<file path="src/rtl/half_best_sel.sv">
// Half-pel best-candidate selector: accumulates 9 SADs over NPIX beats, then scans for the minimum.
// Optional macro HALF_BEST_CENTER_BIAS_EN scans the centre candidate (4) first so ties favour it.

module half_best_sel_lane #(
    parameter int SAD_W = 12
) (
    input  logic             clk,
    input  logic             rst_n,
    input  logic             clr,
    input  logic             en,
    input  logic [7:0]       cur,
    input  logic [7:0]       cand,
    output logic [SAD_W-1:0] acc
);
    logic [7:0]   ad;
    logic [SAD_W:0] sum;

    assign ad  = (cur >= cand) ? (cur - cand) : (cand - cur);
    assign sum = {1'b0, acc} + (SAD_W+1)'(ad);

    always_ff @(posedge clk or negedge rst_n) begin
        if (!rst_n)
            acc <= '0;
        else if (clr)
            acc <= '0;
        else if (en)
            acc <= sum[SAD_W] ? '1 : sum[SAD_W-1:0];
    end
endmodule

module half_best_sel #(
    parameter int NPIX  = 16,
    parameter int SAD_W = 12
) (
    input  logic             clk,
    input  logic             rst_n,
    input  logic             start,
    input  logic             pix_valid,
    input  logic [7:0]       cur_pix,
    input  logic [8:0][7:0]  cand_pix,
    output logic             ready,
    output logic [3:0]       best,
    output logic [SAD_W-1:0] best_sad,
    output logic             quat_en
);
    localparam int CNT_W = (NPIX > 1) ? $clog2(NPIX) : 1;

    typedef enum logic [1:0] {IDLE, ACC, CMP, DONE} state_t;

    state_t                  state_q, state_d;
    logic [CNT_W-1:0]        cnt_q;
    logic [3:0]              step_q;
    logic [8:0][SAD_W-1:0]   acc;
    logic                    clr, en, last_beat, take;
    logic [3:0]              cand_idx, idx_q, idx_d;
    logic [SAD_W-1:0]        cand_sad, min_q, min_d;

    assign clr       = (state_q == IDLE) && start;
    assign en        = (state_q == ACC) && pix_valid;
    assign last_beat = en && (cnt_q == CNT_W'(NPIX - 1));

    genvar g;
    generate
        for (g = 0; g < 9; g++) begin : g_lane
            half_best_sel_lane #(.SAD_W(SAD_W)) u_lane (
                .clk  (clk),
                .rst_n(rst_n),
                .clr  (clr),
                .en   (en),
                .cur  (cur_pix),
                .cand (cand_pix[g]),
                .acc  (acc[g])
            );
        end
    endgenerate

    // Maps the compare step to the candidate examined on that step.
    function automatic logic [3:0] scan_cand(input logic [3:0] s);
`ifdef HALF_BEST_CENTER_BIAS_EN
        if (s == 4'd0)
            return 4'd4;
        else if (s <= 4'd4)
            return s - 4'd1;
        else
            return s;
`else
        return s;
`endif
    endfunction

    always_comb begin
        cand_idx = scan_cand(step_q);
        cand_sad = '0;
        for (int k = 0; k < 9; k++)
            if (cand_idx == 4'(k))
                cand_sad = acc[k];
        // Strict less-than keeps the earlier-scanned candidate on ties.
        take  = (step_q == 4'd0) || (cand_sad < min_q);
        min_d = take ? cand_sad : min_q;
        idx_d = take ? cand_idx : idx_q;
    end

    always_comb begin
        state_d = state_q;
        case (state_q)
            IDLE:    if (start) state_d = ACC;
            ACC:     if (last_beat) state_d = CMP;
            CMP:     if (step_q == 4'd8) state_d = DONE;
            DONE:    state_d = IDLE;
            default: state_d = IDLE;
        endcase
    end

    always_ff @(posedge clk or negedge rst_n) begin
        if (!rst_n)
            state_q <= IDLE;
        else
            state_q <= state_d;
    end

    always_ff @(posedge clk or negedge rst_n) begin
        if (!rst_n) begin
            cnt_q    <= '0;
            step_q   <= '0;
            min_q    <= '0;
            idx_q    <= '0;
            best     <= '0;
            best_sad <= '0;
            quat_en  <= 1'b0;
            ready    <= 1'b1;
        end else begin
            if (clr || last_beat)
                cnt_q <= '0;
            else if (en)
                cnt_q <= cnt_q + CNT_W'(1);

            step_q <= (state_q == CMP) ? step_q + 4'd1 : 4'd0;

            if (state_q == CMP) begin
                min_q <= min_d;
                idx_q <= idx_d;
            end

            // Final compare result goes straight to the outputs so they are valid during DONE.
            if (state_q == CMP && step_q == 4'd8) begin
                best     <= idx_d;
                best_sad <= min_d;
            end

            quat_en <= (state_d == DONE);
            ready   <= (state_d == IDLE);
        end
    end
endmodule

</file>
<file path="config.mk">
export PLATFORM = sky130hd
export DESIGN_NAME = half_best_sel
export DESIGN_NICKNAME = d
export VERILOG_FILES = /design/src/rtl/half_best_sel.sv
export SDC_FILE = /design/constraint.sdc
export NUM_CORES = 1
export LEC_CHECK = 0
export BUFFER_PORTS_ARGS = -buffer_cell sky130_fd_sc_hd__buf_2
export CORE_MARGIN = 2
export CORE_UTILIZATION = 32
export CTS_BUF_LIST = sky130_fd_sc_hd__clkbuf_8
export CTS_CLUSTER_SIZE = 40
export DETAILED_ROUTE_END_ITERATION = 12
export GPL_ROUTABILITY_DRIVEN = 1
export GPL_TIMING_DRIVEN = 0
export PLACE_DENSITY = 0.47
export SYNTH_ARGS = -nofsm -noshare
export SYNTH_HDL_FRONTEND = slang
export SYNTH_HIERARCHICAL = 1
export SYNTH_SLANG_ARGS = --single-unit
</file>
<file path="constraint.sdc">
create_clock -name clk -period 5.3 [get_ports clk]
set_input_delay 0.265 -clock clk [delete_from_list [all_inputs] [get_ports clk]]
set_output_delay 0.265 -clock clk [all_outputs]
set_load 0.05 [all_outputs]
</file>
==> results.yml <==
run_status:
  outcome: "complete, no violations"
worst_setup_path:
  arrival_ps: 5260
  path_max_fanout: 10
  crit_buf_inv: 5
  crit_chain: "inv_1 -> ha_1 -> buf_2 -> inv_1 -> clkbuf_1 -> nor2_1 -> o31ai_1 -> a21oi_1 -> nor4_1 -> ha_1 -> a21oi_1 -> and3b_1 -> a21oi_1 -> a21oi_1 -> a31oi_4 -> buf_8 -> mux2_4"
  cp-start-kind: "register"
  crit_path_frequent_cell: "a21oi_1"
  slowest_delay_ps: 710
  setup.worst_path.class: "reg2reg"
  worst_path_max_delay_cell: "nor4_1"
  crit_required_ps: 5650
  cp_top_family: "compound AO/OA/AOI/OAI gates"
  end_kind: "register"
synth:
  synth_edf_count: 0
  synth_area_sq_mm: 0.0175
  ys.flop_type: "dfrtp_1"
  avgSynthCellArea_sq_um: 8.50
  syn-num-nets: 2397
  async_reset_ff_frac: 1.00
  ys_seq_area_frac: 0.218
  synth_cell_types: 77
  synth_warnings: 6
  synth_seq_cells: 152
  synthCells: 2054
grt:
  grt_max_degree: 103
  grt_usage: 0.178
  antenna_found_initial: 0
  use_met2: 0.281
  gr-usage-met1: 0.260
  grt_util_met3: 0.0150
  grt_pass1_vias: 14800
  grt-ovfl-total: 0
  grt_pass1_wl_um: 81000
  grt-busiest-layer: "met2"
min_path:
  hold_path_class: "in2reg"
power_and_ir_drop:
  seqPwrFrac: 0.262
  leakagePower_nw: 9.11
  swShare: 0.491
  internal_power_w: 0.00456
  p_clk_frac: 0.101
  pwr-share-comb: 0.637
  design_power_total_w: 0.00895
  power-per-cell-area_mw_per_mm2: 463
  peakVddDrop_mv: 0.196
  switchingPower_w: 0.00439
floorplan:
  io_pins: 102
  start_util: 0.324
  die_h_um: 238
  num_rows: 85
  chipWidth_um: 238
  die_area_sq_mm: 0.0565
  coreArea_sq_mm: 0.0539
placement:
  place.gp.congestion: 0.879
  place_hpwl_um: 39700
  dp_slack_ps: 193
  io_buffers: 101
clocking:
  cts.sinks: 152
  cts_tree: "built"
  clockBufferDepth: 2
  cts_buffers: 17
  htreeDepth: 4
  insertion_delay_ps: 480
  cts-root-buf: "clkbuf_8"
  path_clk_slew_ps: 110
sta:
  slew_headroom: 0.368
  rsz0062_at_grt: "no"
  final.setup_skew_ps: 21.4
  setup_viol: 0
  tightest_slew_ps: 948
  period_needed_ps: 4910
  maxSlewViolCount: 0
  hold_viol_final: 0
  setup_ws_ps: 391
  fmax_ghz: 0.204
  post-route-period-util: 0.926
finish:
  area_delta_synth_final_pct: 10.7
  n_antenna_cell: 0
  layout.nets: 2523
  drive_above_1_share: 0.134
drt:
  num_vias: 15400
  drc_errors: 0
  antenna_left: 0
  vias_per_cell: 5.32
  routedWlPerCell_um: 17.6
  drtIter0Drc: 872
  wl_um: 50800
  firstDrtPassIters: 5
flow_run:
  maxCapViolations: 0
repair_timing:
item | CTS | global route
buffers inserted | 0 | 0
endpoints found under the hold margin | 50 | 0
hold buffers | 1 | 0
gates resized for setup | 0 | 0
endpoints found under the setup margin | 0 | 0
sequential cells by signal, indices dropped and copies added (netlist names):
name / flops
best: 4
best_sad: 12
cand_idx: 4
cnt_q: 4
g_lane.u_lane/acc: 108
idx_q: 4
min_q: 12
quat_en: 1
ready: 1
state_q: 2
kinds of logic (layout without fill, tap and decap cells):
kind of cell / count (synthesis) / count (layout) / synth area share
mux: 73 / 73 / 0.0483
simple gates: 464 / 464 / 0.133
fa+ha+maj: 259 / 259 / 0.197
compound gates: 663 / 663 / 0.268
xor+xnor: 104 / 104 / 0.0522
buf+inv: 339 / 478 / 0.0832
flops: 152 / 152 / 0.218
worst register-to-register path, cell delays in order, from the launching register on:
cell      delay [ps]
dfrtp_1          460
inv_1            130
ha_1             250
buf_2            200
inv_1            120
clkbuf_1         340
nor2_1           120
o31ai_1          260
a21oi_1          170
nor4_1           710
ha_1             270
a21oi_1           90
and3b_1          220
a21oi_1          390
a21oi_1          180
a31oi_4          340
buf_8            220
mux2_4           320
cells in the final DEF, fill, tap and decap left out, drive strengths merged, types with 48 or more instances in the layout:
cell      n
nor2    150
a21o     50
clkbuf   54
inv     271
o21ai    87
nand2    96
a21oi   183
xnor2    59
dfrtp   151
nand3    48
buf     148
a311oi   66
ha      232
a31oi    58
final timing paths:
| path | start | end | slack [ps] | depth (start not counted) |
|---|---|---|---|---|
| worst max-delay path | cand_idx[0] | min_q[1] | 390 | 17 |
| worst max register to register | cand_idx[0] | min_q[1] | 390 | 17 |
| worst min register to register | min_q[8] | min_q[8] | 510 | 1 |
| min in group asynchronous | rst_n | g_lane[3].u_lane/acc[11] | 290 | 2 |
| max in group asynchronous | rst_n | min_q[1] | 4120 | 3 |
| worst min-delay path | start | ready | 60 | 3 |
per-layer routing:
metal | part of all wire | vias to the layer above
met2 | 0.45 | 236
li1 | - | 7722
met3 | 0.023 | 37
met1 | 0.51 | 7387
met4 | 0.021 | 0
met5 | 0 | -
per-stage QoR:
step | util | std cells | hold slack (ps) | setup TNS (ps) | area [sq um]
2_1_floorplan | - | 2054 | -30.6 | 0 | 17500
3_3_place_gp | 0.349 | 2851 | 489 | -99020 | 18800
3_5_place_dp | 0.351 | 2856 | 215 | 0 | 18900
4_1_cts | 0.359 | 2889 | 26.8 | 0 | 19300
5_1_grt | 0.359 | 2889 | 48.5 | 0 | 19300
6_report | 0.359 | 2889 | 62.7 | 0 | 19300
area by class of cell:
class,instances,area (sq um)
Fill cell,5522,34600
Multi-Input combinational cell,1563,12200
Sequential cell,152,3800
Inverter,260,976
Tap cell,696,871
Timing Repair Buffer,107,602
Buffer,79,477
Clock buffer,17,234
Clock inverter,15,155
synthesized netlist by cell type (36+ instances only):
cell	n	area [sq um]
a311oi_1	65	569
a21oi_1	175	876
ha_1	232	2900
inv_1	260	976
dfrtp_1	151	3780
nor2_1	149	559
clkbuf_1	36	135
o21ai_0	81	405
xor2_1	45	394
xnor2_1	59	517
nand2_1	96	360
nand3_1	43	215
a21o_1	45	338
a31oi_1	57	357
power by group through the flow:
stage	registers [W]	logic, W	clock network (W)
6_report	0.00234	0.00571	0.000902
3_3_place_gp	0.00236	0.00555	0
4_1_cts	0.00235	0.00571	0.000936
5_1_grt	0.00242	0.00642	0.000979
3_5_place_dp	0.00237	0.00567	0
2_1_floorplan	0.00202	0.00453	0
Power figures use the tool's default switching activity.
